File: src/rtl/conv2d_pkg.sv
// Shared defaults and counter-width helpers for the conv2d datapath.
// Optional top zero padding is enabled with LINEBUF_ZERO_PAD_EN.
package conv2d_pkg;

    localparam int DATA_WIDTH_DEF = 16;
    localparam int IMG_WIDTH_DEF  = 64;
    localparam int IMG_HEIGHT_DEF = 64;

    function automatic int cnt_w(input int n);
        return (n > 1) ? $clog2(n) : 1;
    endfunction

    localparam int COL_W_DEF = cnt_w(IMG_WIDTH_DEF);
    localparam int ROW_W_DEF = cnt_w(IMG_HEIGHT_DEF);

endpackage

File: src/rtl/line_mem.sv
// One line of pixel storage: single address, read-before-write.
// Contents are deliberately not reset.
module line_mem #(
    parameter int DATA_WIDTH = 16,
    parameter int DEPTH      = 64,
    parameter int ADDR_W     = 6
) (
    input  logic                         clk,
    input  logic                         we,
    input  logic [ADDR_W-1:0]            addr,
    input  logic signed [DATA_WIDTH-1:0] wdata,
    output logic signed [DATA_WIDTH-1:0] rdata
);

    logic signed [DATA_WIDTH-1:0] mem [DEPTH];

    // Async read sees the old word; the write lands on the edge.
    assign rdata = mem[addr];

    always_ff @(posedge clk) begin
        if (we) begin
            mem[addr] <= wdata;
        end
    end

endmodule

File: src/rtl/line_buffer_3row.sv
// Three-row line buffer feeding a 3x3 window, raster-order input.
// Define LINEBUF_ZERO_PAD_EN to zero the missing rows at frame top.
module line_buffer_3row
    import conv2d_pkg::*;
#(
    parameter int DATA_WIDTH = DATA_WIDTH_DEF,
    parameter int IMG_WIDTH  = IMG_WIDTH_DEF,
    parameter int IMG_HEIGHT = IMG_HEIGHT_DEF
) (
    input  logic                         clk,
    input  logic                         Rst_linebuf,
    input  logic                         in_sof,
    input  logic                         in_valid,
    input  logic signed [DATA_WIDTH-1:0] in_pixel,
    output logic signed [DATA_WIDTH-1:0] out_row_n,
    output logic signed [DATA_WIDTH-1:0] out_row_n_1,
    output logic signed [DATA_WIDTH-1:0] out_row_n_2,
    output logic                         Wr_window,
    output logic                         Shift_window,
    output logic                         win_valid,
    output logic                         frame_done
);

    localparam int CW = cnt_w(IMG_WIDTH);
    localparam int RW = cnt_w(IMG_HEIGHT);

    localparam logic [CW-1:0] LAST_COL = CW'(IMG_WIDTH - 1);
    localparam logic [RW-1:0] LAST_ROW = RW'(IMG_HEIGHT - 1);
    localparam logic [CW-1:0] COL_TWO  = CW'(2);
    localparam logic [RW-1:0] ROW_TWO  = RW'(2);

    logic [CW-1:0] col_q;
    logic [CW-1:0] col_c;
    logic [RW-1:0] row_q;
    logic [RW-1:0] row_c;
    logic          col_wrap;
    logic          row_wrap;
    logic          win_hit;

    logic signed [DATA_WIDTH-1:0] rd_a;
    logic signed [DATA_WIDTH-1:0] rd_b;
    logic signed [DATA_WIDTH-1:0] row1_c;
    logic signed [DATA_WIDTH-1:0] row2_c;

    // A qualified SOF forces this pixel to (0,0).
    assign col_c    = (in_valid && in_sof) ? '0 : col_q;
    assign row_c    = (in_valid && in_sof) ? '0 : row_q;
    assign col_wrap = (col_c == LAST_COL);
    assign row_wrap = (row_c == LAST_ROW);
    assign win_hit  = (row_c >= ROW_TWO) && (col_c >= COL_TWO);

    line_mem #(
        .DATA_WIDTH (DATA_WIDTH),
        .DEPTH      (IMG_WIDTH),
        .ADDR_W     (CW)
    ) u_line_a (
        .clk   (clk),
        .we    (in_valid),
        .addr  (col_c),
        .wdata (in_pixel),
        .rdata (rd_a)
    );

    line_mem #(
        .DATA_WIDTH (DATA_WIDTH),
        .DEPTH      (IMG_WIDTH),
        .ADDR_W     (CW)
    ) u_line_b (
        .clk   (clk),
        .we    (in_valid),
        .addr  (col_c),
        .wdata (rd_a),
        .rdata (rd_b)
    );

`ifdef LINEBUF_ZERO_PAD_EN
    assign row1_c = (row_c == '0) ? '0 : rd_a;
    assign row2_c = (row_c < ROW_TWO) ? '0 : rd_b;
`else
    assign row1_c = rd_a;
    assign row2_c = rd_b;
`endif

    always_ff @(posedge clk or negedge Rst_linebuf) begin
        if (!Rst_linebuf) begin
            col_q        <= '0;
            row_q        <= '0;
            out_row_n    <= '0;
            out_row_n_1  <= '0;
            out_row_n_2  <= '0;
            Wr_window    <= 1'b0;
            Shift_window <= 1'b0;
            win_valid    <= 1'b0;
            frame_done   <= 1'b0;
        end else begin
            Wr_window    <= in_valid;
            Shift_window <= in_valid;
            win_valid    <= in_valid && win_hit;
            frame_done   <= in_valid && col_wrap && row_wrap;
            if (in_valid) begin
                out_row_n   <= in_pixel;
                out_row_n_1 <= row1_c;
                out_row_n_2 <= row2_c;
                col_q       <= col_wrap ? '0 : col_c + 1'b1;
                if (col_wrap) begin
                    row_q <= row_wrap ? '0 : row_c + 1'b1;
                end else begin
                    row_q <= row_c;
                end
            end
        end
    end

endmodule

File: config.mk
export PLATFORM = sky130hd
export DESIGN_NAME = line_buffer_3row
export DESIGN_NICKNAME = d
export VERILOG_FILES = /design/src/rtl/conv2d_pkg.sv /design/src/rtl/line_mem.sv /design/src/rtl/line_buffer_3row.sv
export SDC_FILE = /design/constraint.sdc
export NUM_CORES = 2
export LEC_CHECK = 0
export CAP_MARGIN = 20
export CORE_MARGIN = 3
export CORE_UTILIZATION = 48
export CTS_BUF_LIST = sky130_fd_sc_hd__clkbuf_8
export CTS_CLUSTER_SIZE = 20
export DETAILED_ROUTE_END_ITERATION = 12
export DONT_BUFFER_PORTS = 1
export GPL_TIMING_DRIVEN = 1
export HOLD_SLACK_MARGIN = 0.1
export PLACE_DENSITY_LB_ADDON = 0.2
export SLEW_MARGIN = 20
export SYNTH_ARGS = -nofsm -noshare
export SYNTH_HDL_FRONTEND = slang
export SYNTH_HIERARCHICAL = 1
export SYNTH_SLANG_ARGS = --single-unit
File: constraint.sdc
create_clock -name clk -period 4.1 [get_ports clk]
set_input_delay 0.205 -clock clk [delete_from_list [all_inputs] [get_ports clk]]
set_output_delay 0.205 -clock clk [all_outputs]
set_load 0.01 [all_outputs]
## After elaboration in Yosys (flattened, before gate mapping)

Memories as Yosys holds them, arrays and structs flattened. A register that Yosys moved wholly into a read port is not among the register bits.
Cells that the tools add are included.

| cells by class | value |
|---|---|
| add/sub/neg operators | 2 |
| $lt $le $gt $ge | 2 |
| eq/ne operators | 2 |
| multiplexer cells | 7 |
| reduce and logical (&&, ||, !) cells | 6 |

Operators with widths:

| operator | count |
|---|---|
| 2-to-1 mux 6 bit | 5 |
| adder 6 x 1 -> 6 bit, second input constant | 2 |
| == test 6 bit, second input constant | 2 |
| >= comparator 6 x 2 -> 1 bit, second input constant | 2 |
| logical AND 1 bit | 5 |
| 2-to-1 mux 1 bit | 2 |
| zero test 1 bit | 1 |

| word-level totals | value |
|---|---|
| flip-flop bits (word level) | 47 |
| RAM bits | 2048 |
| output and inout port bits | 52 |
| logic and storage cells | 28 |
| memories kept | 2 |

Memory list:

| memory | words | width | rd ports | clocked after memory_dff | wr ports | RTL line | text |
|---|---|---|---|---|---|---|---|
| u_line_a.mem | 64 | 16 | 1 | 0 | 1 | line_mem.sv:15 | `logic signed [DATA_WIDTH-1:0] mem [DEPTH];` |
| u_line_b.mem | 64 | 16 | 1 | 1 | 1 | line_mem.sv:15 |  |

## Longest topological paths before layout

| logic depth | value |
|---|---|
| word-level depth | 5 |
| gate-level depth with buffers | 15 |
| gate-level depth less buffers | 10 |

## Hierarchy

The synthesis kept the hierarchy.

Modules (own cells, without submodules):

| module | times used | cells each | area an instance (µm²) | sequential area each (µm²) |
|---|---|---|---|---|
| line_mem | 2 | 2248 | 39160.1 | 30749.5 |
| line_buffer_3row | 1 | 208 | 2727.6 | 1576.5 |

## Least setup slack after synthesis

OpenSTA, ideal clock, no wires.

| timing | value |
|---|---|
| kind | input-to-reg |
| start | input in_valid |
| end | register out_row_n_1[1] |
| arrival | 4136 ps |
| slack | -170 ps |
| cell stages on the path | 14 |
| buffers on the path | 5 |
| cells stage by stage | nand2_1 -> clkbuf_1 -> and2_1 -> buf_4 -> buf_4 -> buf_2 -> buf_2 -> mux2i_1 -> nor2_1 -> a211oi_1 -> o21ai_0 -> a22oi_1 -> nand4_1 -> mux2_2 |

| on the way | value |
|---|---|
| longest elaborated chain between the ends | 3 |

RTL lines:

| item | RTL line | text |
|---|---|---|
| start, declared | line_buffer_3row.sv:13 | `input logic in_valid,` |
| logical AND 1 bit | line_buffer_3row.sv:46 | `assign col_c = (in_valid && in_sof) ? '0 : col_q;` |
| 2-to-1 mux 6 bit | line_buffer_3row.sv:46 |  |
| named net col_c[1] | line_buffer_3row.sv:33 | `logic [CW-1:0] col_c;` |
| memory read (64 x 16 bit) | -- |  |
| named net rd_a[1] | line_buffer_3row.sv:40 | `logic signed [DATA_WIDTH-1:0] rd_a;` |
| end signal, assigned | line_buffer_3row.sv:102 | `out_row_n_1 <= row1_c;` |
| end, declared | line_buffer_3row.sv:16 | `output logic signed [DATA_WIDTH-1:0] out_row_n_1,` |

The timed path passes the listed nets, and every way through them passes these cells.
A chain may end at the register's enable or synchronous reset.

## Worst setup path after layout

| timing | value |
|---|---|
| start | input in_valid |
| end | register out_row_n_1[5] |

Same word-level chain as after synthesis.

==> impl_metrics.yaml <==
floorplan:
  dieArea_um2: 174000
  rows: 150
  boundaryPins: 72
  die_w_um: 417
  die_h_um: 417
  core_um2: 167000
  initial_core_util_pct: 48.4
clocking:
  clockBufferDepth: 4
  cts_tree: "done"
  clkSinkCount: 2111
  numCtsBuffers: 341
  path_clk_slew_ps: 60
  cts_max_level: 5
  root_buffer: "clkbuf_8"
  clock_latency_ps: 1020
setup_path:
  worst_setup_path_end_kind: "flop"
  path_class: "in2reg"
  start_kind: "input pin"
  crit_arrival_ps: 5130
  critPathRequiredTime_ps: 4990
  critPathMaxFanout: 77
flow_run:
  maxCapViolCount: 0
synthesis:
  async_reset_ff_share_pct: 2.98
  syn-cell-area_um2: 81000
  yosysTopAreaCell: "edfxtp_1"
  ys_seq_area_share_pct: 77.8
  syn_avg_cell_area_um2: 17.2
  synth_cell_types: 68
  synthTopCellsByArea: "edfxtp_1 (76%), mux2i_1 (3.8%), a22oi_1 (3.6%)"
  syn_nets: 4728
  synth_edf_count: 2048
  synthCells: 4704
  synth_flop_cell: "edfxtp_1"
  ys_seq_elements: 2111
  yosys_warnings: 6
  synth_top_area_share_pct: 75.9
timing:
  worst_pin_slew_ps: 1110
  hold_slack_ps: 247
  max_freq_mhz: 236
  fin_skew_ps: 61.8
  fin_ws_ps: -143
  finalMaxSlewViolations: 0
  post-route-period-util_pct: 103
  setup_viol: 78
  rsz0062_at_grt: "true"
  period_needed_ps: 4240
  relSlewSlack_pct: 25.8
  hold_viol: 0
final_layout:
  layout.nets: 5210
  fin_cells: 7625
  area_growth_pct: 14.7
  drive_gt1_share_pct: 18.5
route:
  routed-wl-met2_um: 114000
  wl_met3_um: 18400
  ant_nets: 0
  drt_pass1_iterations: 10
  routedWlPerCell_um: 30.9
  drt_iter0_markers: 5968
  m1WireLength_um: 91000
  drt_wl_total_um: 236000
  vias: 47900
  drt-vias-per-instance: 6.28
  highest_layer: "met5"
  drc: 0
global_route:
  grt_pass1_vias: 46800
  grt_max_degree: 78
  overflow: 0
  antenna_found_initial: 8
  grt_pass1_wl_um: 338000
  grtUsageTotal_pct: 26.8
run_status:
  status: "finished with violations"
  violations: "negative setup slack"
placed_design:
  dp_cells: 7003
  numPortBuffers: 0
  gp_congestion: 0.936
  dp_hpwl_um: 144000
pwr:
  ir_drop_mv: 0.459
  p_leak_nw: 30.4
  powerDensity_nw_per_um2: 573
worst_hold_path:
  min-delay-path-class: "in2reg"
## cells by family (layout without fill, tap and decap cells)
group           Yosys count  after routing  share of synthesized area, %
flops                  2111           2111                          77.8
compound gates         1261           1261                          11.5
simple gates            575            576                          3.18
mux                     404            404                          5.30
buf+inv                 348           1055                          2.15
fa+ha+maj                 4              4                        0.0618
xor+xnor                  1              1                        0.0108
other cells               0              9                             0
## cells in the final DEF, fill, tap and decap left out, types with 9 or more instances in the layout
master         synthesis  routed
buf_12                 0      59
nand4_1               20      20
or4_1                 20      12
nand2_1               90      89
o21ai_0               65      65
dlygate4sd3_1          0      21
diode_2                0       9
dfrtp_1               63      63
inv_1                  9     117
clkbuf_8               0     349
a21oi_1              155     154
a22o_1                42      42
nand3_1               24      24
mux2i_1              308     308
o22a_1                54      54
a221oi_1             213     213
mux2_2                82      75
nor3_1                21      19
buf_4                 33     374
a31oi_1               46      46
o221ai_1              30      27
o211ai_1               9       9
buf_16                 0      18
a222oi_1              18      18
nor2_1               322     310
a2111oi_0             16      14
clkinv_2               0      22
a211oi_1              40      40
edfxtp_1            2048    2048
a311oi_1              12      11
a22oi_1              392     392
nor2_2                 2      10
nand2b_1              12      10
o22ai_1              116     116
o211a_1               14      14
clkinv_1               0      76
mux4_2                12      12
## worst max-delay path: stages
cell	delay, ps
dlygate4sd3_1	620
clkbuf_16	440
nand2_2	230
nand2_1	290
inv_8	180
buf_4	210
and2_2	270
buf_4	250
a222oi_1	420
o22ai_1	220
nor3_1	640
nand4_1	380
buf_12	270
buf_4	170
mux2_4	260
## state kept, by name, summed over array words and instances (netlist names)
name / count
Shift_window: 1
col_q: 6
frame_done: 1
out_row_n: 16
out_row_n_1: 16
out_row_n_2: 16
row_q: 6
u_line_a/mem: 1024
u_line_b/mem: 1024
win_valid: 1
## final cells by class
cell class              instances  area (um2)
fillers                     13200       74500
inverters                      11        48.8
flip-flops and latches       2111       63100
diodes                          9        22.5
repair buffers                475        4750
clock inverters               220        1020
well taps                    2204        2760
multi-input cells            2246       16500
clock buffers                 349        4800
## power breakdown
part	internal (mW)	switching [mW]	leakage, nW	total, mW
clock	8.14	7.92	3.38	16.1
sequential	25.9	0.435	19.2	26.3
combinational	3.53	7.39	7.82	10.9
total	37.5	15.7	30.4	53.3
## cells in the mapped netlist, types with 8 or more instances
library cell,count
a2111oi_0,16
a211oi_1,40
a21oi_1,155
a221oi_1,213
a222oi_1,18
a22o_1,42
a22oi_1,392
a311oi_1,12
a31oi_1,46
and2_1,14
buf_1,26
buf_2,125
buf_4,33
buf_6,21
clkbuf_1,132
dfrtp_1,63
edfxtp_1,2048
inv_1,9
mux2_2,82
mux2i_1,308
mux4_2,12
nand2_1,90
nand2b_1,12
nand3_1,24
nand4_1,20
nor2_1,322
nor2b_1,19
nor3_1,21
o211a_1,14
o211ai_1,9
o21ai_0,65
o21ai_1,8
o221ai_1,30
o22a_1,54
o22ai_1,116
or4_1,20
## worst paths after layout
path,from,end,slack [ps],depth (start not counted)
min in group asynchronous,Rst_linebuf,out_row_n_2[5],380,4
setup reg to reg,col_q[3],u_line_b/mem[52][2],0,9
setup / recovery,in_valid,out_row_n_1[5],-140,15
max in group asynchronous,Rst_linebuf,out_row_n[0],3350,4
hold reg to reg,row_q[1],row_q[1],560,1
hold / removal,in_pixel[3],u_line_a/mem[4][3],250,2
## through the flow
stage / util (%) / instance area (um2) / total power [mW] / setup WS [ps] / TNS (ps)
floorplan: - / 81100 / 32.2 / 75.7 / 0
global route: 55.5 / 92900 / 55.1 / -7.58 / -15.1
finish: 55.5 / 93000 / 53.3 / -143 / -3050
detailed placement: 51.5 / 86300 / 37.2 / -530 / -152120
CTS: 55.5 / 92900 / 53.5 / 3.53 / 0
global placement: 51.5 / 86300 / 37.0 / -508 / -151930
## per-layer routing
metal,vias up,global-route usage (%)
met3,496,4.92
li1,20300,-
met5,-,0
met1,24600,35.1
met2,2408,43.3
met4,4,13.5
## repair_timing
action	4_1_cts	5_1_grt
hold endpoints to repair	1974	0
cloned	0	1
buffers inserted	0	2
hold buffers	40	0
pin swaps	0	2
endpoints found under the setup margin	390	248
gates resized for setup	10	9
No activity file was read; power rests on OpenSTA's default activity.
